`config.mk`:
```
export PLATFORM = sky130hd
export DESIGN_NAME = fim_gram_sdp_reader_flat
export DESIGN_NICKNAME = d
export VERILOG_FILES = /design/src/rtl/fim_gram_sdp_reader_if.sv /design/src/rtl/fim_gram_sdp_reader.sv /design/src/flat_wrapper.sv
export SDC_FILE = /design/constraint.sdc
export NUM_CORES = 1
export LEC_CHECK = 0
export ABC_AREA = 0
export CAP_MARGIN = 40
export CORE_AREA = 2 2 165 167
export CTS_CLUSTER_SIZE = 8
export DETAILED_ROUTE_END_ITERATION = 8
export DIE_AREA = 0 0 167 169
export PLACE_DENSITY_LB_ADDON = 0.12
export SLEW_MARGIN = 10
export SYNTH_ARGS = -nofsm -noshare
export SYNTH_HDL_FRONTEND = slang
export SYNTH_SLANG_ARGS = --single-unit
```
`constraint.sdc`:
```
create_clock -name clk -period 6.45 [get_ports clk]
set_input_delay 1.6125 -clock clk [delete_from_list [all_inputs] [get_ports clk]]
set_output_delay 1.6125 -clock clk [all_outputs]
set_load 0.01 [all_outputs]
```
`src/rtl/fim_gram_sdp_reader_if.sv`:
```
// Command and output stream bundle for fim_gram_sdp_reader.
//   cmd_*  : burst command (valid/ready, start address, word count)
//   out_*  : returned read data stream (valid/ready, data, last marker)
// master = burst requester / data consumer, slave = the reader.
interface fim_gram_sdp_reader_if #(
  parameter int BUS_SIZE_ADDR = 4,
  parameter int BUS_SIZE_DATA = 32,
  parameter int LEN_WIDTH     = BUS_SIZE_ADDR + 1
) ();
  logic                     cmd_valid;
  logic                     cmd_ready;
  logic [BUS_SIZE_ADDR-1:0] cmd_addr;
  logic [LEN_WIDTH-1:0]     cmd_len;
  logic                     out_valid;
  logic                     out_ready;
  logic [BUS_SIZE_DATA-1:0] out_data;
  logic                     out_last;

  modport master (
    output cmd_valid, cmd_addr, cmd_len, out_ready,
    input  cmd_ready, out_valid, out_data, out_last
  );

  modport slave (
    input  cmd_valid, cmd_addr, cmd_len, out_ready,
    output cmd_ready, out_valid, out_data, out_last
  );
endinterface

```
`src/rtl/fim_gram_sdp_reader.sv`:
```
// Read-side burst controller for the simple dual-port RAM.
// Accepts (addr, len) bursts, drives the registered RAM read address, tracks
// words in flight through the RAM read latency and returns them on a
// valid/ready stream with a last-word marker. A small output FIFO plus a
// credit check on issue absorbs downstream backpressure.
// Ports:
//   clk, reset  : clock, synchronous active-high reset
//   bus         : slave side of command + output stream bundle
//   ram_raddr   : registered RAM read address
//   ram_dout    : RAM read data, RD_LATENCY cycles after the address
//   busy        : high from command accept until the final word is consumed
module fim_gram_sdp_reader #(
  parameter int BUS_SIZE_ADDR = 4,
  parameter int BUS_SIZE_DATA = 32,
  parameter int RD_LATENCY    = 2,
  parameter int LEN_WIDTH     = BUS_SIZE_ADDR + 1
) (
  input  logic                     clk,
  input  logic                     reset,
  fim_gram_sdp_reader_if.slave     bus,
  output logic [BUS_SIZE_ADDR-1:0] ram_raddr,
  input  logic [BUS_SIZE_DATA-1:0] ram_dout,
  output logic                     busy
);
  localparam int OUT_DEPTH = RD_LATENCY + 2;
  localparam int PTR_W     = $clog2(OUT_DEPTH);
  localparam int CNT_W     = $clog2(OUT_DEPTH + 1) + 1;

  typedef enum logic [1:0] {IDLE, ISSUE, DRAIN} state_t;

  state_t                   state;
  logic [BUS_SIZE_ADDR-1:0] addr_q;
  logic [LEN_WIDTH-1:0]     rem_q;

  // Bit k = word whose address was driven k cycles ago; the top bit lines up
  // with its data on ram_dout.
  logic [RD_LATENCY:0]      vld_p;
  logic [RD_LATENCY:0]      last_p;

  logic [BUS_SIZE_DATA-1:0] buf_data [OUT_DEPTH];
  logic [OUT_DEPTH-1:0]     buf_last;
  logic [PTR_W-1:0]         wr_ptr, rd_ptr;
  logic [CNT_W-1:0]         buf_count;
  logic [CNT_W-1:0]         inflight;

  logic                     accept, pop, buf_wr, buf_full, credit_ok, issue;
  logic [BUS_SIZE_ADDR-1:0] issue_addr;
  logic [LEN_WIDTH-1:0]     issue_rem;
  logic                     issue_last;

  function automatic logic [PTR_W-1:0] ptr_inc(input logic [PTR_W-1:0] p);
    return (p == PTR_W'(OUT_DEPTH - 1)) ? '0 : p + PTR_W'(1);
  endfunction

  always_comb begin
    inflight = '0;
    for (int k = 0; k <= RD_LATENCY; k++) inflight = inflight + CNT_W'(vld_p[k]);
  end

  assign bus.cmd_ready = (state == IDLE) & ~reset;
  assign bus.out_valid = (buf_count != '0) & ~reset;
  assign bus.out_data  = buf_data[rd_ptr];
  assign bus.out_last  = buf_last[rd_ptr] & bus.out_valid;
  assign busy          = (state != IDLE);

  assign accept   = bus.cmd_valid & bus.cmd_ready;
  assign pop      = bus.out_valid & bus.out_ready;
  assign buf_wr   = vld_p[RD_LATENCY];
  assign buf_full = (buf_count == CNT_W'(OUT_DEPTH));

  // Every word in the pipeline already owns a buffer slot; a pop this cycle
  // frees one, so the issue can reuse it without a bubble.
  assign credit_ok = (inflight + buf_count) < (CNT_W'(OUT_DEPTH) + CNT_W'(pop));

  // The first read of a burst is issued on the accept edge itself so the
  // address is on the RAM in the very next cycle.
  assign issue = (state == IDLE)  ? (accept && bus.cmd_len != '0)
               : (state == ISSUE) ? (rem_q != '0 && credit_ok)
               : 1'b0;
  assign issue_addr = (state == IDLE) ? bus.cmd_addr : addr_q;
  assign issue_rem  = (state == IDLE) ? bus.cmd_len  : rem_q;
  assign issue_last = (issue_rem == LEN_WIDTH'(1));

  // ---- issue stage: address register, burst counters, FSM ----
  always_ff @(posedge clk) begin
    if (reset) begin
      state     <= IDLE;
      addr_q    <= '0;
      rem_q     <= '0;
      ram_raddr <= '0;
      vld_p     <= '0;
    end else begin
      vld_p <= {vld_p[RD_LATENCY-1:0], issue};
      if (issue) begin
        ram_raddr <= issue_addr;
        addr_q    <= issue_addr + BUS_SIZE_ADDR'(1);
        rem_q     <= issue_rem - LEN_WIDTH'(1);
      end
      case (state)
        IDLE:    if (issue) state <= issue_last ? DRAIN : ISSUE;
        ISSUE:   if (issue && issue_last) state <= DRAIN;
        DRAIN:   if (pop && bus.out_last) state <= IDLE;
        default: state <= IDLE;
      endcase
    end
  end

  always_ff @(posedge clk) begin
    last_p <= {last_p[RD_LATENCY-1:0], issue_last};
  end

  // ---- RAM return stage: capture into the output FIFO ----
  always_ff @(posedge clk) begin
    if (reset) begin
      wr_ptr    <= '0;
      rd_ptr    <= '0;
      buf_count <= '0;
    end else begin
      if (buf_wr) wr_ptr <= ptr_inc(wr_ptr);
      if (pop)    rd_ptr <= ptr_inc(rd_ptr);
      buf_count <= buf_count + CNT_W'(buf_wr) - CNT_W'(pop);
    end
  end

  always_ff @(posedge clk) begin
    if (buf_wr) begin
      buf_data[wr_ptr] <= ram_dout;
      buf_last[wr_ptr] <= last_p[RD_LATENCY];
    end
  end

  a_no_overflow: assert property (@(posedge clk) disable iff (reset) !(buf_wr && buf_full));
endmodule
```
`src/flat_wrapper.sv`:
```
// flat-port wrapper written by rule: the top's interface ports become plain ports
module fim_gram_sdp_reader_flat 
#(
  parameter int BUS_SIZE_ADDR = 4,
  parameter int BUS_SIZE_DATA = 32,
  parameter int RD_LATENCY    = 2,
  parameter int LEN_WIDTH     = BUS_SIZE_ADDR + 1
)
  (clk, reset, ram_raddr, ram_dout, busy, bus_cmd_valid, bus_cmd_addr, bus_cmd_len, bus_out_ready, bus_cmd_ready, bus_out_valid, bus_out_data, bus_out_last);
  fim_gram_sdp_reader_if #(.BUS_SIZE_ADDR(BUS_SIZE_ADDR), .BUS_SIZE_DATA(BUS_SIZE_DATA), .LEN_WIDTH(LEN_WIDTH)) bus_i ();
  input  logic clk;
  input  logic reset;
  output logic [BUS_SIZE_ADDR-1:0] ram_raddr;
  input  logic [BUS_SIZE_DATA-1:0] ram_dout;
  output logic busy;
  input wire logic [$bits(bus_i.cmd_valid)-1:0] bus_cmd_valid;
  input wire logic [$bits(bus_i.cmd_addr)-1:0] bus_cmd_addr;
  input wire logic [$bits(bus_i.cmd_len)-1:0] bus_cmd_len;
  input wire logic [$bits(bus_i.out_ready)-1:0] bus_out_ready;
  output wire logic [$bits(bus_i.cmd_ready)-1:0] bus_cmd_ready;
  output wire logic [$bits(bus_i.out_valid)-1:0] bus_out_valid;
  output wire logic [$bits(bus_i.out_data)-1:0] bus_out_data;
  output wire logic [$bits(bus_i.out_last)-1:0] bus_out_last;
  assign bus_i.cmd_valid = bus_cmd_valid;
  assign bus_i.cmd_addr = bus_cmd_addr;
  assign bus_i.cmd_len = bus_cmd_len;
  assign bus_i.out_ready = bus_out_ready;
  assign bus_cmd_ready = bus_i.cmd_ready;
  assign bus_out_valid = bus_i.out_valid;
  assign bus_out_data = bus_i.out_data;
  assign bus_out_last = bus_i.out_last;
  fim_gram_sdp_reader #(.BUS_SIZE_ADDR(BUS_SIZE_ADDR), .BUS_SIZE_DATA(BUS_SIZE_DATA), .RD_LATENCY(RD_LATENCY), .LEN_WIDTH(LEN_WIDTH)) u_core (.clk(clk), .reset(reset), .bus(bus_i), .ram_raddr(ram_raddr), .ram_dout(ram_dout), .busy(busy));
endmodule
```
==> flow_metrics.tcl, run 1 <==
set metrics [dict create \
    status "completed" \
    cts_hold_buffers 0 \
    clock_path_buffers 2 \
    floorplan.initialDensity 0.245 \
    wp_depth 5 \
    ctsRootBufferMaster "sky130_fd_sc_hd__clkbuf_16" \
    yosys.cell_count.top_type "sky130_fd_sc_hd__edfxtp_1" \
    dr_total_vias 3490 \
    timing_worst_slew_pin_value_ns 0.733 \
    timing.critical_path.to_type "output port" \
    rsz_0062_raised_after_global_routing "false" \
    arrival_ns 3.21 \
    final-max-slew-violation-count 0 \
    final-hold-violation-count 0 \
    core_mm2 0.0265 \
    rows 60 \
    mappedNetlistNets 433 \
    synth_seq_area_share 0.705 \
    peakVddDrop_mv 0.116 \
    achievable-frequency_ghz 0.207 \
    timing.critical_path.buf_inv 3 \
    gate_count_of_the_mapped_netlist 370 \
    globalRouteTotalUtil 0.103 \
    grt_pass1_wl_um 21700 \
    height_of_the_die_um 169 \
    timing.slew.headroom 0.511 \
    reg2reg_slack_ns 3.61 \
    clock_tree_from_tritoncts "built" \
    global_route.overflow_total 0 \
    drt_first_iter_violations 191 \
    setup_viol 0 \
    worst_hold_path_cells 0 \
    route.antenna.remaining_nets 0 \
    synth_cell_type_count 46 \
    dpl.hpwl_um 9110 \
    holdCritPathClass "flip-flop to flip-flop" \
    synth_top_cell_by_area "sky130_fd_sc_hd__edfxtp_1" \
    drt_pass1_iterations 4 \
    yosys_warnings 0 \
    power-per-cell-area_mw_per_mm2 328 \
    accumulated_negative_setup_slack_ns 0 \
    synth_top_cell_area_share 0.610 \
    critical-path-top-delay-family "buffers and inverters" \
    routed_via_density 4.25 \
    timing.reg2reg.worst_path_depth 10 \
    postSynthRegisterBits 163 \
    gpl_congestion 0.715 \
    clk-insertion-delay-late_ns 0.43 \
    critical_path_peak_fanout 29 \
    detail_route.wl_per_cell_um 17.1 \
    synthesis.area_mm2 0.00650 \
    post_route_cells_drive_above_1_share 0.187 \
    synth_async_sr_flop_share 0 \
    postCtsSetupBuffers 0 \
    cts.repair.resized 0 \
    port-buffer-count 84 \
    final_design_area_no_fill_mm2 0.00842 \
    number_of_synthesized_flops_with_an_enable_pin 132 \
    critical-path-slowest-cell "sky130_fd_sc_hd__clkdlybuf4s50_1" \
    io_pins 85 \
    number_of_global_route_vias_before_repair 3819 \
    path_clk_slew_ns 0.07 \
    critical_path_most_common_cell "sky130_fd_sc_hd__clkdlybuf4s50_1" \
    antenna_found_initial 0 \
    timing.max_cap.violations 0 \
    cts_buffers 17 \
    die_width_um 167 \
    routed_wl_um 14000 \
    yosys-top-cells-area "sky130_fd_sc_hd__edfxtp_1 (61%), sky130_fd_sc_hd__mux4_2 (11%), sky130_fd_sc_hd__dfxtp_1 (9.5%), sky130_fd_sc_hd__ha_1 (2.9%), sky130_fd_sc_hd__a21oi_1 (1.2%)" \
    dpl_cell_area_mm2 0.00784 \
    total_leakage_power_nw 2.73 \
    synth.cells.most_frequent "sky130_fd_sc_hd__edfxtp_1 (132), sky130_fd_sc_hd__mux4_2 (33), sky130_fd_sc_hd__dfxtp_1 (31)" \
    h_tree_level_count 4 \
    antennaDiodeCount 0 \
    synth_top_flop_cell "sky130_fd_sc_hd__edfxtp_1" \
    dpl.cell_count 790 \
    nFillCells 2609 \
    timing_worst_setup_path_type "primary input to output port" \
    final.period_utilization 0.748 \
    maximum_number_of_pins_on_one_net_before_global_route_repair 30 \
    avgSynthCellArea_um2 17.6 \
    design.final.nets 531 \
    finClkSkew_ns 0.0125 \
    drt_drc_violations_left 0 \
    layout.cells.non_filler 822 \
    critical_path.startpoint_type "primary input" \
    clock-sinks 163 \
    flow.area_growth_from_synthesis_pct 29.6 \
    worstPathCellList "clkdlybuf4s50_1 > buf_4 > nor2_1 > and2_1 > clkdlybuf4s50_1" \
    clock_period_minus_worst_slack_ns 4.82 \
    critical_path.max_stage_delay_ns 0.49 \
    dieArea_mm2 0.0282 \
    crit_path_required_time_ns 4.84 \
]
[worst paths after layout]
path / startpoint / endpoint
setup / recovery: reset / bus_out_last
hold / removal: u_core.last_p[0] / u_core.last_p[1]
setup reg to reg: u_core.vld_p[1] / u_core.ram_raddr[3]
hold reg to reg: u_core.last_p[0] / u_core.last_p[1]
[cells in the final DEF, fill, tap and decap left out, drive strengths merged, types with 8 or more instances in the layout]
cell,instances
a21oi,16
nand2,21
ha,15
buf,8
nor2,18
clkdlybuf4s50,84
inv,23
mux4,33
o21ai,13
edfxtp,132
dfxtp,31
clkbuf,17
[layer usage]
| layer | track usage | vias to the layer above | share of wire |
|---|---|---|---|
| li1 | - | 1628 | - |
| met1 | 0.123 | 1778 | 0.45 |
| met2 | 0.179 | 75 | 0.51 |
| met3 | 0.0276 | 9 | 0.036 |
| met4 | 0.0371 | 0 | 0.0099 |
| met5 | 0 | - | 0 |
[cell type report]
| cell class | count | area [um2] | share of cell area |
|---|---|---|---|
| sequential | 163 | 4590 | 0.544 |
| multi-input combinational | 180 | 1810 | 0.214 |
| inverter | 14 | 52.6 | 0.00624 |
| clock buffer | 17 | 425 | 0.0505 |
| clock inverter | 15 | 159 | 0.0189 |
| tap | 341 | 427 | 0.0506 |
| timing repair buffer | 92 | 967 | 0.115 |
[per-stage QoR]
stage	hold WS, ns	total power [mW]	utilization	worst slack (ns)
2_1_floorplan	0.310	1.56	-	2.64
3_3_place_gp	0.310	1.81	0.292	1.64
3_5_place_dp	0.312	1.82	0.296	1.62
4_1_cts	0.321	2.82	0.318	1.61
5_1_grt	0.329	2.90	0.318	1.55
6_report	0.321	2.76	0.318	1.63
[kinds of logic after synthesis]
group,synth area share
XOR/XNOR,0.00674
adder cells (fa/ha/maj),0.0381
multiplexers,0.125
flip-flops,0.705
AND/OR/NAND/NOR,0.0564
AO/OA/AOI/OAI,0.0506
buffers and inverters,0.0175
[flip-flops by register name (all words and copies together) (netlist names), 3 cells and up, named ones only]
name,flops
u_core.ram_raddr,4
u_core.buf_last,4
u_core.buf_data,128
u_core.vld_p,3
u_core.last_p,3
u_core.rem_q,5
u_core.addr_q,4
u_core.buf_count,4
[where the power goes]
group / internal, mW / switching (mW) / leakage, nW
Sequential: 1.17 / 0.0469 / 1.44
Combinational: 0.321 / 0.244 / 0.997
Clock: 0.520 / 0.464 / 0.289
[worst reg2reg max path: stages (launching register included)]
cell	delay, ns
sky130_fd_sc_hd__dfxtp_1	0.31
sky130_fd_sc_hd__ha_1	0.30
sky130_fd_sc_hd__fa_1	0.20
sky130_fd_sc_hd__inv_1	0.06
sky130_fd_sc_hd__fa_1	0.53
sky130_fd_sc_hd__nand3b_1	0.09
sky130_fd_sc_hd__o31a_1	0.30
sky130_fd_sc_hd__o31ai_4	0.46
sky130_fd_sc_hd__buf_6	0.23
sky130_fd_sc_hd__nor2_1	0.06
sky130_fd_sc_hd__a311oi_2	0.21
No activity file was read; power rests on OpenSTA's default activity.
==> inputs of run 2 (changes only) <==
==> constraint.sdc (replaced) <==
create_clock -name clk -period 4.9 [get_ports clk]
set_input_delay 1.225 -clock clk [delete_from_list [all_inputs] [get_ports clk]]
set_output_delay 1.225 -clock clk [all_outputs]
set_load 0.01 [all_outputs]
==> run 2 against run 1 <==
  * Critical path depth unchanged
  * Register-to-register slack got worse by 1.5 ns
  * Sequential share of layout area decreased by 0.22 points
  * Sequential power increased by 34%
  * Critical path type unchanged
  * Final area increased by 0.40%
  * Utilization increased by 0.13 points
  * Clock skew decreased by 0.0031 ns
  * Clock power increased by 37%
  * Final cell count decreased by 0.12%
  * Wire length decreased by 1.9%
  * Sequential cell count unchanged
  * Critical endpoint unchanged
==> flow_metrics.tcl, run 2 (synthesis gave the netlist of run 1 again) <==
set metrics [dict create \
    status "completed" \
    clock_period_minus_worst_slack_ns 4.03 \
    ctsRootBufferMaster "sky130_fd_sc_hd__clkbuf_16" \
    routed_via_density 4.26 \
    ff_latch_area_mm2 0.00459 \
    final-hold-violation-count 0 \
    timing.slew.headroom 0.514 \
    arrival_ns 2.81 \
    setup_viol 0 \
    holdCritPathClass "flip-flop to flip-flop" \
    accumulated_negative_setup_slack_ns 0 \
    die_width_um 167 \
    cts_buffers 17 \
    final_design_area_no_fill_mm2 0.00846 \
    dr_total_vias 3495 \
    pwr-share-comb 0.201 \
    largest_register "u_core.buf_data" \
    design.final.nets 531 \
    worst_r2r_startpoint "u_core.vld_p[0]" \
    timing.reg2reg.worst_path_depth 10 \
    power.sequential.fraction 0.436 \
    rsz_0062_raised_after_global_routing "false" \
    largest_registers "u_core.buf_data x128, u_core.rem_q x5" \
    critical-path-top-delay-family "buffers and inverters" \
    critical_path.startpoint_type "primary input" \
    post_route_cells_drive_above_1_share 0.185 \
    timing.critical_path.to_type "output port" \
    reg2reg_slack_ns 2.06 \
    io_pins 85 \
    holdPathEnd "u_core.last_p[1]" \
    flow.area_growth_from_synthesis_pct 30.1 \
    globalRouteTotalUtil 0.101 \
    drt_drc_violations_left 0 \
    clock-sinks 163 \
    worst_hold_path_cells 0 \
    worstPathCellList "clkdlybuf4s50_1 > buf_4 > nor2_1 > and2_1 > clkdlybuf4s50_1" \
    timing.max_cap.violations 0 \
    antenna_found_initial 1 \
    final.period_utilization 0.823 \
    detailedPlace.worstSlack_ns 0.859 \
    critical-path-slowest-cell "sky130_fd_sc_hd__clkdlybuf4s50_1" \
    floorplan.initialDensity 0.245 \
    finClkSkew_ns 0.00936 \
    regToRegEndpoint "u_core.ram_raddr[3]" \
    swShare 0.251 \
    power.share.clock 0.364 \
    timing_worst_setup_path_type "primary input to output port" \
    route.antenna.remaining_nets 0 \
    critical_path_peak_fanout 29 \
    global_route.overflow_total 0 \
    dieArea_mm2 0.0282 \
    clock_tree_from_tritoncts "built" \
    total_leakage_power_nw 2.74 \
    cts_hold_buffers 0 \
    drt_pass1_iterations 4 \
    drt_first_iter_violations 168 \
    maximum_number_of_pins_on_one_net_before_global_route_repair 30 \
    achievable-frequency_ghz 0.248 \
    crit_path_required_time_ns 3.67 \
    multi_input_combinational_cell_area_mm2 0.00181 \
    layout.cells.most_common_list "sky130_fd_sc_hd__edfxtp_1 (132), sky130_fd_sc_hd__clkdlybuf4s50_1 (84), sky130_fd_sc_hd__mux4_2 (33), sky130_fd_sc_hd__dfxtp_1 (29), sky130_fd_sc_hd__nand2_1 (20)" \
    worst_hold_startpoint "u_core.last_p[0]" \
    postCtsSetupBuffers 0 \
    nFillCells 2584 \
    clock_path_buffers 2 \
    p_sw_mw 0.931 \
    timing.critical_path.buf_inv 3 \
    layout_commonest_cell "sky130_fd_sc_hd__edfxtp_1" \
    height_of_the_die_um 169 \
    cts.repair.resized 0 \
    peakVddDrop_mv 0.211 \
    antennaDiodeCount 0 \
    critical_path.max_stage_delay_ns 0.48 \
    h_tree_level_count 4 \
    rows 60 \
    power-per-cell-area_mw_per_mm2 439 \
    fin_ws_ns 0.869 \
    critical_path_most_common_cell "sky130_fd_sc_hd__clkdlybuf4s50_1" \
    routed_wl_um 13800 \
    max_ffs_per_register 128 \
    dpl_cell_area_mm2 0.00786 \
    timing_worst_slew_pin_value_ns 0.729 \
    clk-insertion-delay-late_ns 0.41 \
    gpl_congestion 0.702 \
    final-max-slew-violation-count 0 \
    port-buffer-count 84 \
    totalPowerFinal_mw 3.71 \
    power.internal_mw 2.78 \
    dpl.hpwl_um 8850 \
    detail_route.wl_per_cell_um 16.8 \
    path_clk_slew_ns 0.06 \
    number_of_global_route_vias_before_repair 3743 \
    grt_pass1_wl_um 21200 \
    core_mm2 0.0265 \
]
run 2: cell count changes in the layout (fill, tap and decap cells not counted):
cell | previous run | this run
sky130_fd_sc_hd__buf_4 | 2 | 1
sky130_fd_sc_hd__buf_8 | 0 | 1
sky130_fd_sc_hd__clkinv_2 | 0 | 1
sky130_fd_sc_hd__inv_8 | 7 | 0
sky130_fd_sc_hd__buf_12 | 5 | 6
sky130_fd_sc_hd__buf_6 | 1 | 0
sky130_fd_sc_hd__clkinv_8 | 2 | 0
sky130_fd_sc_hd__clkinvlp_4 | 0 | 1
sky130_fd_sc_hd__inv_6 | 2 | 5
sky130_fd_sc_hd__bufinv_16 | 0 | 3
run 2: power by group through the flow:
stage / clock (mW) / combinational (mW) / sequential, mW
after floorplan: 0 / 0.456 / 1.60
after global placement: 0 / 0.726 / 1.67
after detailed placement: 0 / 0.758 / 1.65
after CTS: 1.39 / 0.763 / 1.62
after global routing: 1.45 / 0.809 / 1.63
final: 1.35 / 0.744 / 1.62
run 2: final cells by class:
class,instances,area share
Tap cell,341,0.0504
Timing Repair Buffer,92,0.116
Clock buffer,17,0.0503
Inverter,14,0.00621
Multi-Input combinational cell,180,0.214
Clock inverter,14,0.0209
Sequential cell,163,0.542
run 2: worst max path at each step:
stage,start,endpoint,slack [ns],cells past startpoint
2_1_floorplan,reset,u_core.buf_count[2],1.82,9
3_3_place_gp,reset,bus_out_last,0.89,5
3_5_place_dp,reset,bus_out_last,0.86,5
4_1_cts,reset,bus_out_last,0.85,5
5_1_grt,reset,bus_out_last,0.78,5
6_report,reset,bus_out_last,0.87,5
run 2: metrics by stage:
| step | utilization | hold slack [ns] | instances |
|---|---|---|---|
| 6_report | 0.319 | 0.342 | 821 |
| 5_1_grt | 0.319 | 0.346 | 821 |
| 4_1_cts | 0.319 | 0.344 | 821 |
| 3_5_place_dp | 0.296 | 0.326 | 790 |
| 3_3_place_gp | 0.292 | 0.317 | 784 |
| 2_1_floorplan | - | 0.310 | 370 |
run 2: worst reg2reg max path, stage by stage (launching register included):
cell and delay (ns):
sky130_fd_sc_hd__dfxtp_1 0.31, sky130_fd_sc_hd__ha_1 0.30, sky130_fd_sc_hd__fa_1 0.20, sky130_fd_sc_hd__inv_1 0.07, sky130_fd_sc_hd__fa_1 0.53, sky130_fd_sc_hd__nand3b_1 0.08
sky130_fd_sc_hd__o31a_1 0.29, sky130_fd_sc_hd__o31ai_4 0.45, sky130_fd_sc_hd__buf_8 0.22, sky130_fd_sc_hd__nor2_1 0.06, sky130_fd_sc_hd__a311oi_2 0.23
run 2: per-layer routing:
layer,track usage,share of wire,vias to the layer above
met3,0.0325,0.042,12
li1,-,-,1629
met1,0.122,0.44,1776
met2,0.173,0.51,76
met4,0.0281,0.0097,2
met5,0,0.00095,-
==> inputs of run 3 (changes only) <==
==> constraint.sdc (replaced) <==
create_clock -name clk -period 3.48 [get_ports clk]
set_input_delay 0.87 -clock clk [delete_from_list [all_inputs] [get_ports clk]]
set_output_delay 0.87 -clock clk [all_outputs]
set_load 0.01 [all_outputs]
==> run 3 against run 2 <==
  * Utilization grew 0.11 points
  * Wire length grew 1.6%
  * Register-to-register slack lost 1.2 ns
  * Largest power group unchanged
  * Sequential power grew 38%
  * Final area grew 0.36%
  * Non-clock buffer count grew 7
  * Sequential cell count is the same
  * Via count grew 1.3%
  * Total power grew 39%
  * Hold slack lost 0.011 ns
  * Critical path type is now flip-flop to output port
  * Clock-buffer cell count is the same
  * Highest routed layer is now met4
==> flow_metrics.tcl, run 3 (synthesis gave the netlist of run 1 again) <==
set metrics [dict create \
    cts_buffers 17 \
    holdPathEnd "u_core.last_p[2]" \
    max_ffs_per_register 128 \
    power.internal_mw 3.76 \
    rsz_0062_raised_after_global_routing "false" \
    reg2reg_slack_ns 0.84 \
    timing.slew.headroom 0.570 \
    gpl_congestion 0.741 \
    achievable-frequency_ghz 0.318 \
    port-buffer-count 84 \
    path_clk_slew_ns 0.06 \
    antenna_found_initial 0 \
    grt_pass1_wl_um 21600 \
    maximum_number_of_pins_on_one_net_before_global_route_repair 33 \
    timing_worst_slew_pin_value_ns 0.646 \
    clock_period_minus_worst_slack_ns 3.14 \
    critical_path_peak_fanout 8 \
    pwr-share-comb 0.214 \
    layout.cells.most_common_list "sky130_fd_sc_hd__edfxtp_1 (132), sky130_fd_sc_hd__clkdlybuf4s50_1 (84), sky130_fd_sc_hd__mux4_2 (33), sky130_fd_sc_hd__dfxtp_1 (29), sky130_fd_sc_hd__nand2_1 (20)" \
    die_width_um 167 \
    postCtsSetupBuffers 0 \
    met3_wirelength_um 481 \
    regToRegEndpoint "u_core.addr_q[0]" \
    post_route_cells_drive_above_1_share 0.199 \
    h_tree_level_count 4 \
    finClkSkew_ns 0.0132 \
    holdCritPathClass "flip-flop to flip-flop" \
    top_layer_used_by_detailed_routing "met4" \
    route.antenna.remaining_nets 0 \
    flow.area_growth_from_synthesis_pct 30.6 \
    largest_register "u_core.buf_data" \
    antennaDiodeCount 0 \
    worst_r2r_startpoint "u_core.vld_p[1]" \
    layout_commonest_cell "sky130_fd_sc_hd__edfxtp_1" \
    power-per-cell-area_mw_per_mm2 609 \
    rows 60 \
    routed_via_density 4.27 \
    layout.cells.non_filler 829 \
    routed_wl_um 14000 \
    p_sw_mw 1.41 \
    floorplan.initialDensity 0.245 \
    height_of_the_die_um 169 \
    detail_route.wl_per_cell_um 16.9 \
    timing.reg2reg.worst_path_depth 10 \
    accumulated_negative_setup_slack_ns 0 \
    number_of_global_route_vias_before_repair 3798 \
    dpl.cell_count 797 \
    detail_route.wirelength.met1_um 6490 \
    arrival_ns 2.27 \
    final-max-slew-violation-count 0 \
    final-hold-violation-count 0 \
    worst_hold_startpoint "u_core.last_p[1]" \
    status "completed" \
    dr_total_vias 3542 \
    design.final.nets 538 \
    crit_path_required_time_ns 2.61 \
    drt_first_iter_violations 190 \
    power.sequential.fraction 0.433 \
    critical_path.startpoint_type "flip-flop" \
    largest_registers "u_core.buf_data x128, u_core.rem_q x5" \
    peakVddDrop_mv 0.280 \
    global_route.overflow_total 0 \
    globalRouteTotalUtil 0.102 \
    dpl.hpwl_um 9140 \
    worst_hold_path_cells 0 \
    cts.repair.resized 0 \
    dieArea_mm2 0.0282 \
    ctsRootBufferMaster "sky130_fd_sc_hd__clkbuf_16" \
    timing.critical_path.to_type "output port" \
    clock_path_buffers 2 \
    cts_hold_buffers 0 \
    clock-sinks 163 \
    drt_pass1_iterations 4 \
    clock_tree_from_tritoncts "built" \
    setup_viol 0 \
    total_leakage_power_nw 2.77 \
    core_mm2 0.0265 \
    timing_worst_setup_path_type "flip-flop to output port" \
    final.period_utilization 0.903 \
    clk-insertion-delay-late_ns 0.43 \
    timing.max_cap.violations 0 \
    routed-wl-met2_um 6850 \
    drt_drc_violations_left 0 \
    power.share.clock 0.354 \
    swShare 0.273 \
    io_pins 85 \
]
## run 3: cell count changes in the layout (fill, tap and decap cells not counted), sizes merged
cell and change:
buf +7, inv +6, bufinv -3, clkinv -1, clkinvlp -1
## run 3: per-stage QoR
| stage | hold slack (ns) | setup WS (ns) | power (mW) | utilization | cell area [um2] |
|---|---|---|---|---|---|
| floorplan | 0.310 | 0.753 | 2.89 | - | 6500 |
| global placement | 0.319 | 0.441 | 3.41 | 0.295 | 7820 |
| detailed placement | 0.312 | 0.394 | 3.42 | 0.298 | 7910 |
| CTS | 0.333 | 0.258 | 5.27 | 0.320 | 8490 |
| global route | 0.351 | 0.207 | 5.41 | 0.320 | 8490 |
| finish | 0.331 | 0.337 | 5.17 | 0.320 | 8490 |
## run 3: layout make-up
type / instances / area [um2]
Clock buffer: 17 / 425
Clock inverter: 15 / 154
Fill cell: 2573 / 18000
Inverter: 14 / 52.6
Multi-Input combinational cell: 180 / 1810
Sequential cell: 163 / 4590
Tap cell: 341 / 427
Timing Repair Buffer: 99 / 1040
## run 3: critical path: stages (launching register included)
cell                              delay [ns]
sky130_fd_sc_hd__dfxtp_2                0.54
sky130_fd_sc_hd__buf_4                  0.28
sky130_fd_sc_hd__mux4_2                 0.51
sky130_fd_sc_hd__clkdlybuf4s50_1        0.54
## run 3: layer usage
metal  vias to the layer above  global-route usage
li1                       1644                   -
met1                      1826               0.130
met2                        64               0.169
met3                         8              0.0238
met4                         0              0.0367
met5                         -                   0
## run 3: how the worst max path moves through the flow
stage	from	slack [ns]	endpoint
final	flip-flop	0.34	bus_out_data[1]
after global routing	flip-flop	0.21	bus_out_data[1]
after CTS	flip-flop	0.26	bus_out_data[4]
after detailed placement	reset	0.39	u_core.buf_count[2]
after global placement	reset	0.44	u_core.buf_count[2]
after floorplan	reset	0.75	u_core.buf_count[2]
## run 3: power groups by stage
stage | Clock (mW) | Sequential, mW | Combinational, mW
detailed placement | 0 | 2.28 | 1.14
global route | 1.96 | 2.25 | 1.21
floorplan | 0 | 2.25 | 0.643
global placement | 0 | 2.28 | 1.13
CTS | 1.89 | 2.24 | 1.14
finish | 1.83 | 2.24 | 1.11
